## config.mk

```make
export PLATFORM = sky130hd
export DESIGN_NAME = wb_stage_gen_flat
export DESIGN_NICKNAME = d
export VERILOG_FILES = /design/src/rtl/wb_stage_gen_if.sv /design/src/rtl/wb_stage_gen.sv /design/src/flat_wrapper.sv
export SDC_FILE = /design/constraint.sdc
export NUM_CORES = 1
export LEC_CHECK = 0
export CAP_MARGIN = 20
export CORE_AREA = 5 5 197 199
export DETAILED_ROUTE_END_ITERATION = 8
export DIE_AREA = 0 0 202 204
export DONT_BUFFER_PORTS = 1
export PLACE_DENSITY = 0.34
export SETUP_SLACK_MARGIN = 0.15
export SYNTH_ARGS = -nofsm -noshare
export SYNTH_HDL_FRONTEND = slang
export SYNTH_SLANG_ARGS = --single-unit
```

## constraint.sdc

```tcl
create_clock -name clk -period 3.2 [get_ports clk]
set_input_delay 0.64 -clock clk [delete_from_list [all_inputs] [get_ports clk]]
set_output_delay 0.64 -clock clk [all_outputs]
set_load 0.005 [all_outputs]
```

## src/rtl/wb_stage_gen_if.sv

```systemverilog
// MEM -> WB instruction bus with valid/allowin handshake.
// master: MEM side (drives the instruction fields), slave: WB side.
interface wb_stage_gen_if #(
    parameter int unsigned XLEN    = 32,
    parameter int unsigned RADDR_W = 5,
    parameter int unsigned CSRN_W  = 14,
    parameter int unsigned NUM_EXC = 6
);
    logic                mem_to_wb_valid;
    logic                wb_allowin;
    logic [XLEN-1:0]     in_pc;
    logic                in_rf_we;
    logic [RADDR_W-1:0]  in_rf_waddr;
    logic [XLEN-1:0]     in_rf_wdata;
    logic                in_csr_re;
    logic                in_csr_we;
    logic [CSRN_W-1:0]   in_csr_num;
    logic [XLEN-1:0]     in_csr_wmask;
    logic [XLEN-1:0]     in_csr_wvalue;
    logic                in_ertn;
    logic [NUM_EXC-1:0]  in_exc_vec;
    logic [8:0]          in_esubcode;
    logic [XLEN-1:0]     in_vaddr;

    modport master (
        output mem_to_wb_valid, in_pc, in_rf_we, in_rf_waddr, in_rf_wdata,
               in_csr_re, in_csr_we, in_csr_num, in_csr_wmask, in_csr_wvalue,
               in_ertn, in_exc_vec, in_esubcode, in_vaddr,
        input  wb_allowin
    );

    modport slave (
        input  mem_to_wb_valid, in_pc, in_rf_we, in_rf_waddr, in_rf_wdata,
               in_csr_re, in_csr_we, in_csr_num, in_csr_wmask, in_csr_wvalue,
               in_ertn, in_exc_vec, in_esubcode, in_vaddr,
        output wb_allowin
    );
endinterface

```

## src/rtl/wb_stage_gen.sv

```systemverilog
// LoongArch writeback stage: valid/allowin handshake with CSR wait,
// exception priority encoding, flush commit and post-flush drain.
// Optional macro WB_BADV_CAPTURE_EN: registers the faulting vaddr on each
// exception commit; when undefined wb_vaddr is tied to zero.
module wb_stage_gen #(
    parameter int unsigned           XLEN          = 32,
    parameter int unsigned           RADDR_W       = 5,
    parameter int unsigned           CSRN_W        = 14,
    parameter int unsigned           NUM_EXC       = 6,
    parameter logic [NUM_EXC*6-1:0]  ECODE_TABLE   = {6'h9, 6'hd, 6'hc, 6'hb, 6'h8, 6'h0},
    parameter int unsigned           FLUSH_BUBBLES = 1
) (
    input  logic                clk,
    input  logic                resetn,
    wb_stage_gen_if.slave       mem_if,
    output logic                csr_re,
    output logic                csr_we,
    output logic [CSRN_W-1:0]   csr_num,
    output logic [XLEN-1:0]     csr_wmask,
    output logic [XLEN-1:0]     csr_wvalue,
    input  logic [XLEN-1:0]     csr_rvalue,
    input  logic                csr_ready,
    output logic                fwd_we,
    output logic [RADDR_W-1:0]  fwd_waddr,
    output logic [XLEN-1:0]     fwd_wdata,
    output logic                wb_busy,
    output logic                wb_ex,
    output logic [5:0]          wb_ecode,
    output logic [8:0]          wb_esubcode,
    output logic [XLEN-1:0]     wb_ex_pc,
    output logic [XLEN-1:0]     wb_vaddr,
    output logic                ertn_flush,
    output logic [XLEN-1:0]     debug_wb_pc,
    output logic [3:0]          debug_wb_rf_we,
    output logic [RADDR_W-1:0]  debug_wb_rf_wnum,
    output logic [XLEN-1:0]     debug_wb_rf_wdata
);

    typedef enum logic [1:0] {S_RUN, S_CSR_WAIT, S_DRAIN} state_t;

    localparam logic [2:0] FB = 3'(FLUSH_BUBBLES);

    state_t              state_q, state_d;
    logic [2:0]          cnt_q, cnt_d;
    logic                valid_q, valid_d;

    logic [XLEN-1:0]     pc_q;
    logic                rf_we_q;
    logic [RADDR_W-1:0]  rf_waddr_q;
    logic [XLEN-1:0]     rf_wdata_q;
    logic                csr_re_q;
    logic                csr_we_q;
    logic [CSRN_W-1:0]   csr_num_q;
    logic [XLEN-1:0]     csr_wmask_q;
    logic [XLEN-1:0]     csr_wvalue_q;
    logic                ertn_q;
    logic [NUM_EXC-1:0]  exc_vec_q;
    logic [8:0]          esubcode_q;

    logic                exc_any;
    logic                ready_go;
    logic                allowin;
    logic                retire;
    logic                flush;
    logic                accept;
    logic                csr_stall;
    logic [5:0]          ecode;

    assign exc_any   = |exc_vec_q;
    assign csr_stall = valid_q & (csr_re_q | csr_we_q) & ~exc_any & ~csr_ready;
    assign ready_go  = ~csr_stall;
    assign allowin   = (state_q == S_DRAIN) | ~valid_q | ready_go;
    assign retire    = valid_q & ready_go;
    assign wb_ex     = valid_q & exc_any;
    assign ertn_flush = valid_q & ertn_q & ~exc_any;
    assign flush     = wb_ex | ertn_flush;
    // A flushing cycle still shows allowin=1, but the incoming instruction
    // is younger than the flush and must be dropped.
    assign accept    = mem_if.mem_to_wb_valid & allowin & (state_q != S_DRAIN) & ~flush;

    assign mem_if.wb_allowin = allowin;

    // Lowest set exception bit selects its ecode slice; no bits gives 0.
    always_comb begin
        ecode = '0;
        for (int unsigned i = NUM_EXC; i > 0; i--) begin
            if (exc_vec_q[i-1]) ecode = ECODE_TABLE[(i-1)*6 +: 6];
        end
    end

    // Next-state for FSM, drain counter and valid bit.
    always_comb begin
        state_d = state_q;
        cnt_d   = cnt_q;
        valid_d = valid_q;
        if (accept)                valid_d = 1'b1;
        else if (retire || flush)  valid_d = 1'b0;
        unique case (state_q)
            S_RUN: begin
                if (flush) begin
                    cnt_d = FB;
                    if (FB != 3'd0) state_d = S_DRAIN;
                end else if (csr_stall) begin
                    state_d = S_CSR_WAIT;
                end
            end
            S_CSR_WAIT: begin
                if (csr_ready) state_d = S_RUN;
            end
            S_DRAIN: begin
                if (cnt_q <= 3'd1) begin
                    state_d = S_RUN;
                    cnt_d   = '0;
                end else begin
                    cnt_d = cnt_q - 3'd1;
                end
            end
            default: state_d = S_RUN;
        endcase
    end

    // State, counter and valid registers.
    always_ff @(posedge clk or negedge resetn) begin
        if (!resetn) begin
            state_q <= S_RUN;
            cnt_q   <= '0;
            valid_q <= 1'b0;
        end else begin
            state_q <= state_d;
            cnt_q   <= cnt_d;
            valid_q <= valid_d;
        end
    end

    // Holding registers for the instruction in WB, loaded on accept.
    always_ff @(posedge clk or negedge resetn) begin
        if (!resetn) begin
            pc_q         <= '0;
            rf_we_q      <= 1'b0;
            rf_waddr_q   <= '0;
            rf_wdata_q   <= '0;
            csr_re_q     <= 1'b0;
            csr_we_q     <= 1'b0;
            csr_num_q    <= '0;
            csr_wmask_q  <= '0;
            csr_wvalue_q <= '0;
            ertn_q       <= 1'b0;
            exc_vec_q    <= '0;
            esubcode_q   <= '0;
        end else if (accept) begin
            pc_q         <= mem_if.in_pc;
            rf_we_q      <= mem_if.in_rf_we;
            rf_waddr_q   <= mem_if.in_rf_waddr;
            rf_wdata_q   <= mem_if.in_rf_wdata;
            csr_re_q     <= mem_if.in_csr_re;
            csr_we_q     <= mem_if.in_csr_we;
            csr_num_q    <= mem_if.in_csr_num;
            csr_wmask_q  <= mem_if.in_csr_wmask;
            csr_wvalue_q <= mem_if.in_csr_wvalue;
            ertn_q       <= mem_if.in_ertn;
            exc_vec_q    <= mem_if.in_exc_vec;
            esubcode_q   <= mem_if.in_esubcode;
        end
    end

`ifdef WB_BADV_CAPTURE_EN
    logic [XLEN-1:0] vaddr_q;
    logic [XLEN-1:0] badv_q;

    // Faulting address latched with the instruction, captured on exception.
    always_ff @(posedge clk or negedge resetn) begin
        if (!resetn) begin
            vaddr_q <= '0;
            badv_q  <= '0;
        end else begin
            if (accept) vaddr_q <= mem_if.in_vaddr;
            if (wb_ex)  badv_q  <= vaddr_q;
        end
    end

    assign wb_vaddr = badv_q;
`else
    logic unused_vaddr;
    assign unused_vaddr = ^mem_if.in_vaddr;
    assign wb_vaddr     = '0;
`endif

    assign csr_re      = valid_q & csr_re_q;
    assign csr_we      = valid_q & csr_we_q & ~exc_any;
    assign csr_num     = csr_num_q;
    assign csr_wmask   = csr_wmask_q;
    assign csr_wvalue  = csr_wvalue_q;

    assign fwd_we      = valid_q & rf_we_q & ~exc_any & ready_go;
    assign fwd_waddr   = rf_waddr_q;
    assign fwd_wdata   = csr_re ? csr_rvalue : rf_wdata_q;

    assign wb_busy     = valid_q & (exc_any | ertn_q);
    assign wb_ecode    = ecode;
    assign wb_esubcode = esubcode_q;
    assign wb_ex_pc    = pc_q;

    assign debug_wb_pc       = pc_q;
    assign debug_wb_rf_we    = {4{fwd_we}};
    assign debug_wb_rf_wnum  = rf_waddr_q;
    assign debug_wb_rf_wdata = fwd_wdata;

endmodule

```

## src/flat_wrapper.sv

```systemverilog
// flat-port wrapper written by rule: the top's interface ports become plain ports
module wb_stage_gen_flat 
#(
    parameter int unsigned           XLEN          = 32,
    parameter int unsigned           RADDR_W       = 5,
    parameter int unsigned           CSRN_W        = 14,
    parameter int unsigned           NUM_EXC       = 6,
    parameter logic [NUM_EXC*6-1:0]  ECODE_TABLE   = {6'h9, 6'hd, 6'hc, 6'hb, 6'h8, 6'h0},
    parameter int unsigned           FLUSH_BUBBLES = 1
)
  (clk, resetn, csr_re, csr_we, csr_num, csr_wmask, csr_wvalue, csr_rvalue, csr_ready, fwd_we, fwd_waddr, fwd_wdata, wb_busy, wb_ex, wb_ecode, wb_esubcode, wb_ex_pc, wb_vaddr, ertn_flush, debug_wb_pc, debug_wb_rf_we, debug_wb_rf_wnum, debug_wb_rf_wdata, mem_if_mem_to_wb_valid, mem_if_in_pc, mem_if_in_rf_we, mem_if_in_rf_waddr, mem_if_in_rf_wdata, mem_if_in_csr_re, mem_if_in_csr_we, mem_if_in_csr_num, mem_if_in_csr_wmask, mem_if_in_csr_wvalue, mem_if_in_ertn, mem_if_in_exc_vec, mem_if_in_esubcode, mem_if_in_vaddr, mem_if_wb_allowin);
  wb_stage_gen_if #(.XLEN(XLEN), .RADDR_W(RADDR_W), .CSRN_W(CSRN_W), .NUM_EXC(NUM_EXC)) mem_if_i ();
  input  logic clk;
  input  logic resetn;
  output logic csr_re;
  output logic csr_we;
  output logic [CSRN_W-1:0] csr_num;
  output logic [XLEN-1:0] csr_wmask;
  output logic [XLEN-1:0] csr_wvalue;
  input  logic [XLEN-1:0] csr_rvalue;
  input  logic csr_ready;
  output logic fwd_we;
  output logic [RADDR_W-1:0] fwd_waddr;
  output logic [XLEN-1:0] fwd_wdata;
  output logic wb_busy;
  output logic wb_ex;
  output logic [5:0] wb_ecode;
  output logic [8:0] wb_esubcode;
  output logic [XLEN-1:0] wb_ex_pc;
  output logic [XLEN-1:0] wb_vaddr;
  output logic ertn_flush;
  output logic [XLEN-1:0] debug_wb_pc;
  output logic [3:0] debug_wb_rf_we;
  output logic [RADDR_W-1:0] debug_wb_rf_wnum;
  output logic [XLEN-1:0] debug_wb_rf_wdata;
  input wire logic [$bits(mem_if_i.mem_to_wb_valid)-1:0] mem_if_mem_to_wb_valid;
  input wire logic [$bits(mem_if_i.in_pc)-1:0] mem_if_in_pc;
  input wire logic [$bits(mem_if_i.in_rf_we)-1:0] mem_if_in_rf_we;
  input wire logic [$bits(mem_if_i.in_rf_waddr)-1:0] mem_if_in_rf_waddr;
  input wire logic [$bits(mem_if_i.in_rf_wdata)-1:0] mem_if_in_rf_wdata;
  input wire logic [$bits(mem_if_i.in_csr_re)-1:0] mem_if_in_csr_re;
  input wire logic [$bits(mem_if_i.in_csr_we)-1:0] mem_if_in_csr_we;
  input wire logic [$bits(mem_if_i.in_csr_num)-1:0] mem_if_in_csr_num;
  input wire logic [$bits(mem_if_i.in_csr_wmask)-1:0] mem_if_in_csr_wmask;
  input wire logic [$bits(mem_if_i.in_csr_wvalue)-1:0] mem_if_in_csr_wvalue;
  input wire logic [$bits(mem_if_i.in_ertn)-1:0] mem_if_in_ertn;
  input wire logic [$bits(mem_if_i.in_exc_vec)-1:0] mem_if_in_exc_vec;
  input wire logic [$bits(mem_if_i.in_esubcode)-1:0] mem_if_in_esubcode;
  input wire logic [$bits(mem_if_i.in_vaddr)-1:0] mem_if_in_vaddr;
  output wire logic [$bits(mem_if_i.wb_allowin)-1:0] mem_if_wb_allowin;
  assign mem_if_i.mem_to_wb_valid = mem_if_mem_to_wb_valid;
  assign mem_if_i.in_pc = mem_if_in_pc;
  assign mem_if_i.in_rf_we = mem_if_in_rf_we;
  assign mem_if_i.in_rf_waddr = mem_if_in_rf_waddr;
  assign mem_if_i.in_rf_wdata = mem_if_in_rf_wdata;
  assign mem_if_i.in_csr_re = mem_if_in_csr_re;
  assign mem_if_i.in_csr_we = mem_if_in_csr_we;
  assign mem_if_i.in_csr_num = mem_if_in_csr_num;
  assign mem_if_i.in_csr_wmask = mem_if_in_csr_wmask;
  assign mem_if_i.in_csr_wvalue = mem_if_in_csr_wvalue;
  assign mem_if_i.in_ertn = mem_if_in_ertn;
  assign mem_if_i.in_exc_vec = mem_if_in_exc_vec;
  assign mem_if_i.in_esubcode = mem_if_in_esubcode;
  assign mem_if_i.in_vaddr = mem_if_in_vaddr;
  assign mem_if_wb_allowin = mem_if_i.wb_allowin;
  wb_stage_gen #(.XLEN(XLEN), .RADDR_W(RADDR_W), .CSRN_W(CSRN_W), .NUM_EXC(NUM_EXC), .ECODE_TABLE(ECODE_TABLE), .FLUSH_BUBBLES(FLUSH_BUBBLES)) u_core (.clk(clk), .resetn(resetn), .mem_if(mem_if_i), .csr_re(csr_re), .csr_we(csr_we), .csr_num(csr_num), .csr_wmask(csr_wmask), .csr_wvalue(csr_wvalue), .csr_rvalue(csr_rvalue), .csr_ready(csr_ready), .fwd_we(fwd_we), .fwd_waddr(fwd_waddr), .fwd_wdata(fwd_wdata), .wb_busy(wb_busy), .wb_ex(wb_ex), .wb_ecode(wb_ecode), .wb_esubcode(wb_esubcode), .wb_ex_pc(wb_ex_pc), .wb_vaddr(wb_vaddr), .ertn_flush(ertn_flush), .debug_wb_pc(debug_wb_pc), .debug_wb_rf_we(debug_wb_rf_we), .debug_wb_rf_wnum(debug_wb_rf_wnum), .debug_wb_rf_wdata(debug_wb_rf_wdata));
endmodule
```

== Yosys cells after proc, flatten, opt, wreduce, memory -nomap -nowiden ==
Index checks and enable logic that the tools add are counted.
Word-level totals
  bits in registers: 172
  input port bits: 234
  output and inout port bits: 274
  word-level logic and storage cells: 75
Cells by class
  add/sub/neg operators: 1
  $lt $le $gt $ge: 1
  equality and inequality tests: 7
  mux-type cells: 17
  bitwise gates (word level): 27
  reduce and logical (&&, ||, !) cells: 7
Operators with widths (count)
  $mux W32: 1
  $mux W6: 5
  $and A1 B1 Y1: 17
  $mux W2: 4
  $mux W3: 2
  $ne A2 B2 Y1 const B: 3
  $pmux W2 S3: 1
  $pmux W3 S2: 1
  $reduce_or A6 Y1: 1
  $not A1 Y1: 5
  $or A1 B1 Y1: 5
  $mux W4: 1
  $reduce_bool A2 Y1: 2
  $le A3 B1 Y1 const B: 1
  $ne A3 B1 Y1 const B: 1
  $reduce_and A3 Y1: 1
  $sub A3 B1 Y3 const B: 1
  $eq A2 B1 Y1 const B: 1
  $eq A2 B2 Y1 const B: 1
  $logic_not A2 Y1: 1
  $mux W1: 2
  $ne A2 B1 Y1 const B: 1
  $reduce_and A2 Y1: 1
  $logic_or A1 B1 Y1: 1

== Longest topological paths before layout ==
Gate-level depths: netlist of the first run.
  depth after elaboration: 10
  mapped depth: 7
  gate-level depth less buffers: 6

== Worst setup path before layout of the first run ==
No wires, ideal clock.
  path type: register to register
  from: register u_core.exc_vec_q[3]
  to: register u_core.csr_wmask_q[26] (netlist: u_core.csr_wmask[26])
  library setup time: 125 ps
  arrival: 2240 ps
  required time: 3075 ps
  path slack: 835 ps
  cell stages (with the launch flop): 7
  clock period less this slack: 2365 ps
  path through: dfrtp_1 -> or4_1 -> or3_4 -> o31ai_4 -> buf_6 -> buf_6 -> mux2_2
On the way
  cells in the longest elaborated chain, start to end: 9
  elaborated cells on any way between the ends: 13
  classes of those cells: bitwise: 12; reduce/logical: 1
RTL lines
  start, declared: line wb_stage_gen.sv:57  | logic [NUM_EXC-1:0] exc_vec_q;
  start signal, assigned: line wb_stage_gen.sv:161  | exc_vec_q <= mem_if.in_exc_vec;
  $reduce_or A6 Y1 (*): line wb_stage_gen.sv:69  | assign exc_any = |exc_vec_q;
  $not A1 Y1: line wb_stage_gen.sv:70, wb_stage_gen.sv:75
  $and A1 B1 Y1 (2 in series): line wb_stage_gen.sv:70  | assign csr_stall = valid_q & (csr_re_q | csr_we_q) & ~exc_any & ~csr_ready;
  $not A1 Y1: line wb_stage_gen.sv:71  | assign ready_go = ~csr_stall;
  $or A1 B1 Y1: line wb_stage_gen.sv:72  | assign allowin = (state_q == S_DRAIN) | ~valid_q | ready_go;
  $and A1 B1 Y1 (2 in series): line wb_stage_gen.sv:79  | assign accept = mem_if.mem_to_wb_valid & allowin & (state_q != S_DRAIN) & ~flush;
  $and A1 B1 Y1 (*): line wb_stage_gen.sv:79
  end signal, assigned: line wb_stage_gen.sv:158  | csr_wmask_q <= mem_if.in_csr_wmask;
  end, declared: line wb_stage_gen.sv:54  | logic [XLEN-1:0] csr_wmask_q;
Mark *: on every way between the ends. The rest lies on a longest branch, timed or not.
A chain may end at the register's enable or synchronous reset.

== Worst setup path in the final report of the first run ==
  from: register u_core.exc_vec_q[3]
  to: register u_core.pc_q[4] (netlist: u_core.debug_wb_pc[4])
On the way
  cells in the longest elaborated chain, start to end: 9
  elaborated cells on any way between the ends: 13
  classes of those cells: bitwise: 12; reduce/logical: 1
RTL lines
  $reduce_or A6 Y1 (*): line wb_stage_gen.sv:69
  $not A1 Y1: line wb_stage_gen.sv:70, wb_stage_gen.sv:75
  $and A1 B1 Y1 (2 in series): line wb_stage_gen.sv:70
  $not A1 Y1: line wb_stage_gen.sv:71
  $or A1 B1 Y1: line wb_stage_gen.sv:72
  $and A1 B1 Y1 (2 in series): line wb_stage_gen.sv:79
  $and A1 B1 Y1 (*): line wb_stage_gen.sv:79
  end signal, assigned: line wb_stage_gen.sv:151  | pc_q <= mem_if.in_pc;
  end, declared: line wb_stage_gen.sv:47  | logic [XLEN-1:0] pc_q;
Marks and branches as above.

==> metrics.md, run 1 <==
| Metric | Value |
|---|---|
| Status | finished, violations left |
| Failing checks | negative hold slack |
| Iter 0 DRT Violations | 108 |
| Avg Inst Size Synth | 14.26 um^2 |
| WL final | 18,820 um |
| Commonest non-fill, non-tap cell in the layout | mux2_2 |
| Share of cells above drive strength 1 | 45.12% |
| Initial antenna violation count | 7 |
| Critical path data arrival time | 3160 ps |
| Yosys reg bits | 172 |
| Clk sinks | 172 |
| Synth cell types | 36 |
| Final hold vios | 172 |
| CTS Buf Count | 17 |
| Cells along the critical path | or4_1 -> or3_4 -> o31ai_4 -> buf_12 -> buf_12 -> mux2_2 |
| CP max stage cell | or4_1 |
| First-pass GRT wire length | 27,700 um |
| Pre-antenna DRT Iters | 4 |
| Min-Delay Path Class | primary input to async pin |
| Inst Count DP | 935 |
| Critical Path RT | 3520 ps |
| Setup crit start kind | register |
| Util after Layout | 22.29% |
| Via density | 3.973 |
| Initial core utilization | 21.29% |
| Net count reported at finish | 716 |
| Net switching power | 3.049 mW |
| CTS tree | built |
| DRC | 0 |
| IO Pins | 508 |
| Non-filler instance count after layout | 967 |
| VDD IR-drop max | 0.3873 mV |
| Core area | 37,040 um^2 |
| Fin crit period | 2842 ps |
| Clock tree buffer depth | 2 |
| Sequential fraction of the synthesis area | 54.59% |
| Largest net degree at the start of global routing | 173 |
| Clock root buffer | clkbuf_16 |
| Hpwl dp | 13,900 um |
| Full die area | 41,210 um^2 |
| Fin Clk Skew | 9.020 ps |
| Antenna viol nets, final | 0 |
| Max Cap Violations | 0 |
| Cell mode on critical path | buf_12 |
| Crit path largest cell delay | 620 ps |
| GRT Util Overall | 8.798% |
| Vias after detailed routing | 3,842 |
| CTS H-tree lvls | 4 |
| Net Sw Frac | 33.76% |
| Post-CTS setup buffer count | 0 |
| I/O Buffers | 0 |
| Total Neg Setup Slack | 0 ps |
| EDFF count, synth | 0 |
| Num rows | 71 |
| Hold slack | -101.2 ps |
| Syn Inst Count | 553 |
| Final worst path period share | 88.80% |
| Die W | 202 um |
| Wirelength per Cell | 19.46 um |
| # setup viols final | 0 |
| Clock power share | 23.1% |
| Sequential Power Share | 48.0% |
| Worst-path clk slew | 70 ps |
| Primary FF master, synth | dfrtp_1 |
| CP Class | register to register |
| Area delta synth->final | 4.697% |
| Commonest cells after routing, fill and taps aside | 182 x mux2_2, 172 x dfrtp_1, 34 x conb_1 |
| Vias in the first global route | 4,345 |
| Die Ht | 204 um |
| Ys Warns | 0 |
| Fillers | 3,880 |
| Internal power | 5.981 mW |
| Critical path capture point type | register |
| Global placement routability congestion | 0.7811 |
| Worst-path maximum fanout | 65 |
| FFs w/ async S/R, synth | 100.0% |
| Congestion Overflow GR | 0 |
| Combinational share of power | 29.0% |
| P per Cell Area | 1094 nW/um^2 |
| Lkg Pwr | 3.376 nW |
| Synthesized cell area | 7885 um^2 |
| Pins Over Slew Limit | 0 |
| Post_cts resized | 0 |
| Fmax | 0.3519 GHz |
| Worst-skew pair later-pin latency | 430 ps |
| RSZ-0062 raised after global routing | false |
## power groups by stage
stage | logic (mW) | registers [mW] | clock network [mW]
CTS | 2.67 | 4.38 | 2.20
global placement | 2.60 | 4.42 | 0
finish | 2.62 | 4.33 | 2.08
detailed placement | 2.67 | 4.39 | 0
global route | 2.87 | 4.50 | 2.29
floorplan | 3.11 | 3.94 | 0
## per-layer routing
metal  global-route usage (%)  vias up  wire [um]  part of all wire [%]
met1                    8.374     1919       6230                    33
li1                         -     1617          -                     -
met5                        0        -        102                  0.54
met4                    3.345       12        286                   1.5
met2                    15.15      262       9809                    52
met3                    5.808       32       2390                    13
## cells in the mapped netlist (2+ instances only)
| cell type | n | area (um^2) |
|---|---|---|
| or2_2 | 2 | 12.51 |
| o21ai_0 | 4 | 20.02 |
| a21o_1 | 2 | 15.01 |
| a21oi_1 | 3 | 15.01 |
| buf_4 | 107 | 803.3 |
| nand2_1 | 4 | 15.01 |
| inv_1 | 4 | 15.01 |
| mux2_2 | 182 | 2049 |
| and3_1 | 2 | 12.51 |
| mux2_1 | 15 | 168.9 |
| ha_1 | 2 | 25.02 |
| nor2b_1 | 3 | 18.77 |
| nor2_1 | 6 | 22.52 |
| buf_6 | 17 | 191.4 |
| nor3_1 | 3 | 15.01 |
| and2_1 | 2 | 12.51 |
| clkbuf_1 | 2 | 7.510 |
| o21bai_1 | 2 | 15.01 |
| buf_1 | 3 | 11.26 |
| dfrtp_1 | 172 | 4304 |
## final cells by class
class	count	area, um^2	share of cell area, %
flip-flops and latches	172	4304	52.14
diodes	1	2.502	0.03031
inverters	4	15.01	0.1819
clock inverters	12	138.9	1.682
repair buffers	5	87.58	1.061
well taps	474	593.1	7.184
multi-input cells	280	2671	32.36
clock buffers	19	442.9	5.365
## path summary, 6_finish.rpt
path                                                   startpoint                                 end  slack, ps  cells after the start
worst max-delay path              u_core.exc_vec_q[3]$_DFFE_PN0P_   u_core.debug_wb_pc[4]$_DFFE_PN0P_        360                      6
worst min register to register  u_core.rf_wdata_q[25]$_DFFE_PN0P_   u_core.rf_wdata_q[25]$_DFFE_PN0P_        500                      1
worst max register to register    u_core.exc_vec_q[3]$_DFFE_PN0P_   u_core.debug_wb_pc[4]$_DFFE_PN0P_        360                      6
min in group clk                                        csr_ready       u_core.state_q[0]$_DFFE_PN0P_        270                      1
max in group asynchronous                                  resetn  u_core.debug_wb_pc[14]$_DFFE_PN0P_       3020                      0
worst min-delay path                                       resetn    u_core.csr_wmask[31]$_DFFE_PN0P_       -100                      0
## cell families (layout without fill, tap and decap cells)
| group | Yosys count | in the layout | share of synthesized area [%] |
|---|---|---|---|
| DFF | 172 | 172 | 54.59 |
| other | 1 | 35 | 0.04756 |
| adders and majority gates | 2 | 2 | 0.3173 |
| muxes | 197 | 197 | 28.13 |
| buffers and inverters | 134 | 40 | 13.11 |
| AOI/OAI and AO/OA | 16 | 16 | 1.539 |
| and+or+nand+nor | 31 | 31 | 2.269 |
## critical path: cells and delay by family (launching register included)
family / cells / cell delay [ps]
simple gates: 2 / 1020
flops: 1 / 400
buf+inv: 2 / 560
mux: 1 / 380
compound gates: 1 / 280
## sequential cells by signal, summed over array words and instances (netlist names)
| register | count |
|---|---|
| u_core.state_q | 2 |
| u_core.valid_q | 1 |
| u_core.csr_we_q | 1 |
| u_core.exc_vec_q | 6 |
| u_core.csr_re_q | 1 |
| u_core.csr_wmask | 32 |
| u_core.debug_wb_pc | 32 |
| u_core.csr_wvalue | 32 |
| u_core.cnt_q | 3 |
| u_core.csr_num | 14 |
| u_core.rf_we_q | 1 |
| u_core.debug_wb_rf_wnum | 5 |
| u_core.wb_esubcode | 9 |
| u_core.ertn_q | 1 |
| u_core.rf_wdata_q | 32 |
## metrics by stage
stage | area [um^2] | setup WS [ps] | total power, mW
detailed placement | 7671 | 352.3 | 7.067
CTS | 8253 | 346.1 | 9.255
floorplan | 8009 | 835.3 | 7.049
global route | 8253 | 231.4 | 9.653
global placement | 7671 | 414.9 | 7.021
finish | 8255 | 358.5 | 9.030
No activity file was read; power rests on OpenSTA's default activity.
==> run 2: changes to the inputs <==
- CORE_AREA: 5 5 197 199 -> 5 5 195 197
- DIE_AREA: 0 0 202 204 -> 0 0 200 202
==> metrics.md, run 2 (synthesis results as in run 1) <==
| Metric | Value |
|---|---|
| # setup viols final | 0 (unchanged) |
| Critical Path RT | 2560 ps (-960 ps) |
| Pre-antenna DRT Iters | 4 (unchanged) |
| Inst Count DP | 932 (-0.32%) |
| Core area | 36,080 um^2 (-2.6%) |
| Hpwl dp | 15,200 um (+9.3%) |
| Non-filler instance count after layout | 965 (-0.21%) |
| Buffers plus inverters on the worst setup path | 1 (-1) |
| Fin crit period | 2921 ps (+79.06 ps) |
| Worst-skew pair later-pin latency | 440 ps (about the same) |
| Pins Over Slew Limit | 0 (unchanged) |
| Via density | 3.984 (+0.29%) |
| Fin Clk Skew | 9.065 ps (+0.04549 ps) |
| Area delta synth->final | 4.538% |
| Sequential Area | 4304 um^2 (unchanged) |
| VDD IR-drop max | 0.3690 mV (-4.7%) |
| Lkg Pwr | 3.363 nW (-0.37%) |
| R2R Path End | u_core.rf_wdata_q[17]$_DFFE_PN0P_ |
| Critical path capture point type | output port |
| GRT Util Overall | 9.720% (+0.92 points) |
| Setup crit start kind | register |
| First-pass GRT wire length | 29,190 um (+5.4%) |
| Largest net degree at the start of global routing | 173 (unchanged) |
| Full die area | 40,400 um^2 (-2.0%) |
| Critical path data arrival time | 2280 ps (-880 ps) |
| Final worst path period share | 91.27% (+2.5 points) |
| Clock tree buffer depth | 2 (unchanged) |
| Status | finished, violations left |
| Antenna viol nets, final | 0 (unchanged) |
| Global placement routability congestion | 0.7391 (-5.4%) |
| Total Neg Setup Slack | 0 ps (unchanged) |
| Cells along the critical path | or4_1 -> nor2_1 -> buf_4 -> and3_1 |
| Commonest non-fill, non-tap cell in the layout | mux2_2 |
| Hold slack | -101.5 ps (-0.2230 ps) |
| Net count reported at finish | 719 (+0.42%) |
| Reg2reg setup slack | 420 ps (+60 ps) |
| Wirelength per Cell | 20.92 um (+7.5%) |
| Worst r2r src | u_core.exc_vec_q[3]$_DFFE_PN0P_ |
| Iter 0 DRT Violations | 176 (+63%) |
| Worst-path maximum fanout | 4 (-94%) |
| Share of cells above drive strength 1 | 45.45% (+0.33 points) |
| CTS Buf Count | 17 (unchanged) |
| Clk sinks | 172 (unchanged) |
| Crit path largest cell delay | 620 ps (about the same) |
| Vias after detailed routing | 3,845 (+0.078%) |
| RSZ-0062 raised after global routing | false |
| CTS H-tree lvls | 4 (unchanged) |
| Num rows | 70 (-1.4%) |
| CTS tree | built |
| IO Pins | 508 (unchanged) |
| Max Cap Violations | 0 (unchanged) |
| Initial core utilization | 21.85% (+0.57 points) |
| Initial antenna violation count | 3 (-4) |
| Post-CTS setup buffer count | 0 (unchanged) |
| Die W | 200 um (-0.99%) |
| Failing checks | negative hold slack |
| Vias in the first global route | 4,428 (+1.9%) |
| Fmax | 0.3424 GHz (-2.7%) |
| Congestion Overflow GR | 0 (unchanged) |
| Commonest cells after routing, fill and taps aside | 182 x mux2_2, 172 x dfrtp_1, 34 x conb_1 |
| Top Family by Delay on Critical Path | simple AND/OR/NAND/NOR gates |
| DRC | 0 (unchanged) |
| Die Ht | 202 um (-0.98%) |
| Reg2Reg Depth | 6 (unchanged) |
| I/O Buffers | 0 (unchanged) |
| Min-Delay Path Class | primary input to async pin |
| Final hold vios | 172 (unchanged) |
| CP Class | register to output port |
| Clock root buffer | clkbuf_16 |
| P per Cell Area | 1092 nW/um^2 (-0.14%) |
| Worst-path clk slew | 70 ps (about the same) |
| Area of the multi-input gates | 2673 um^2 (about the same) |
| WL final | 20,180 um (+7.2%) |
| CP max stage cell | or4_1 |
| Fillers | 3,807 (-1.9%) |
[run 2: how the worst max path moves through the flow]
stage	start	to	cells after the start
final	u_core.exc_vec_q[3]$_DFFE_PN0P_	ertn_flush	4
after global routing	u_core.exc_vec_q[3]$_DFFE_PN0P_	ertn_flush	4
after CTS	u_core.exc_vec_q[3]$_DFFE_PN0P_	fwd_we	3
after detailed placement	u_core.exc_vec_q[3]$_DFFE_PN0P_	u_core.rf_wdata_q[17]$_DFFE_PN0P_	6
after global placement	u_core.exc_vec_q[3]$_DFFE_PN0P_	u_core.rf_wdata_q[11]$_DFFE_PN0P_	6
after floorplan	u_core.exc_vec_q[3]$_DFFE_PN0P_	u_core.csr_wmask[26]$_DFFE_PN0P_	6
[run 2: area by class of cell]
type	count	share of cell area (%)
Antenna cell	2	0.06072
Clock buffer	19	5.252
Clock inverter	12	1.427
Inverter	4	0.1821
Multi-Input combinational cell	280	32.42
Sequential cell	172	52.22
Tap cell	468	7.104
Timing Repair Buffer	8	1.336
[run 2: stage by stage]
step | cell area (um^2) | power [mW] | utilization [%] | worst slack, ps | hold WS, ps
CTS | 8237 | 9.209 | 22.83 | 185.9 | -143.7
floorplan | 8009 | 7.049 | - | 835.3 | 344.4
detailed placement | 7686 | 7.123 | 21.30 | 421.3 | 350.2
global route | 8238 | 9.649 | 22.83 | 185.9 | -143.2
finish | 8243 | 9.003 | 22.84 | 279.4 | -101.5
global placement | 7686 | 7.049 | 21.30 | 477.5 | 350.3
[run 2: metal layers]
metal	share of wire [%]	track usage, %	vias up
li1	-	-	1626
met1	37	10.61	1929
met2	49	15.78	251
met3	12	5.068	35
met4	2.1	4.100	4
met5	0.17	0	-
[run 2: timing repair]
action,CTS,global route
endpoints found under the setup margin,0,5
hold endpoints to repair,172,172
gates resized for setup,0,1
[run 2: worst register-to-register path, stage by stage, from the launching register on]
cell and delay [ps]:
dfrtp_1 400, or4_1 620, or3_4 410, o31ai_4 310, buf_12 250, buf_12 280, mux2_2 390
[run 2: power by group]
group / switching, mW / internal [mW]
Clock: 0.924 / 1.08
Combinational: 1.15 / 1.52
Sequential: 1.03 / 3.30
Total: 3.11 / 5.90
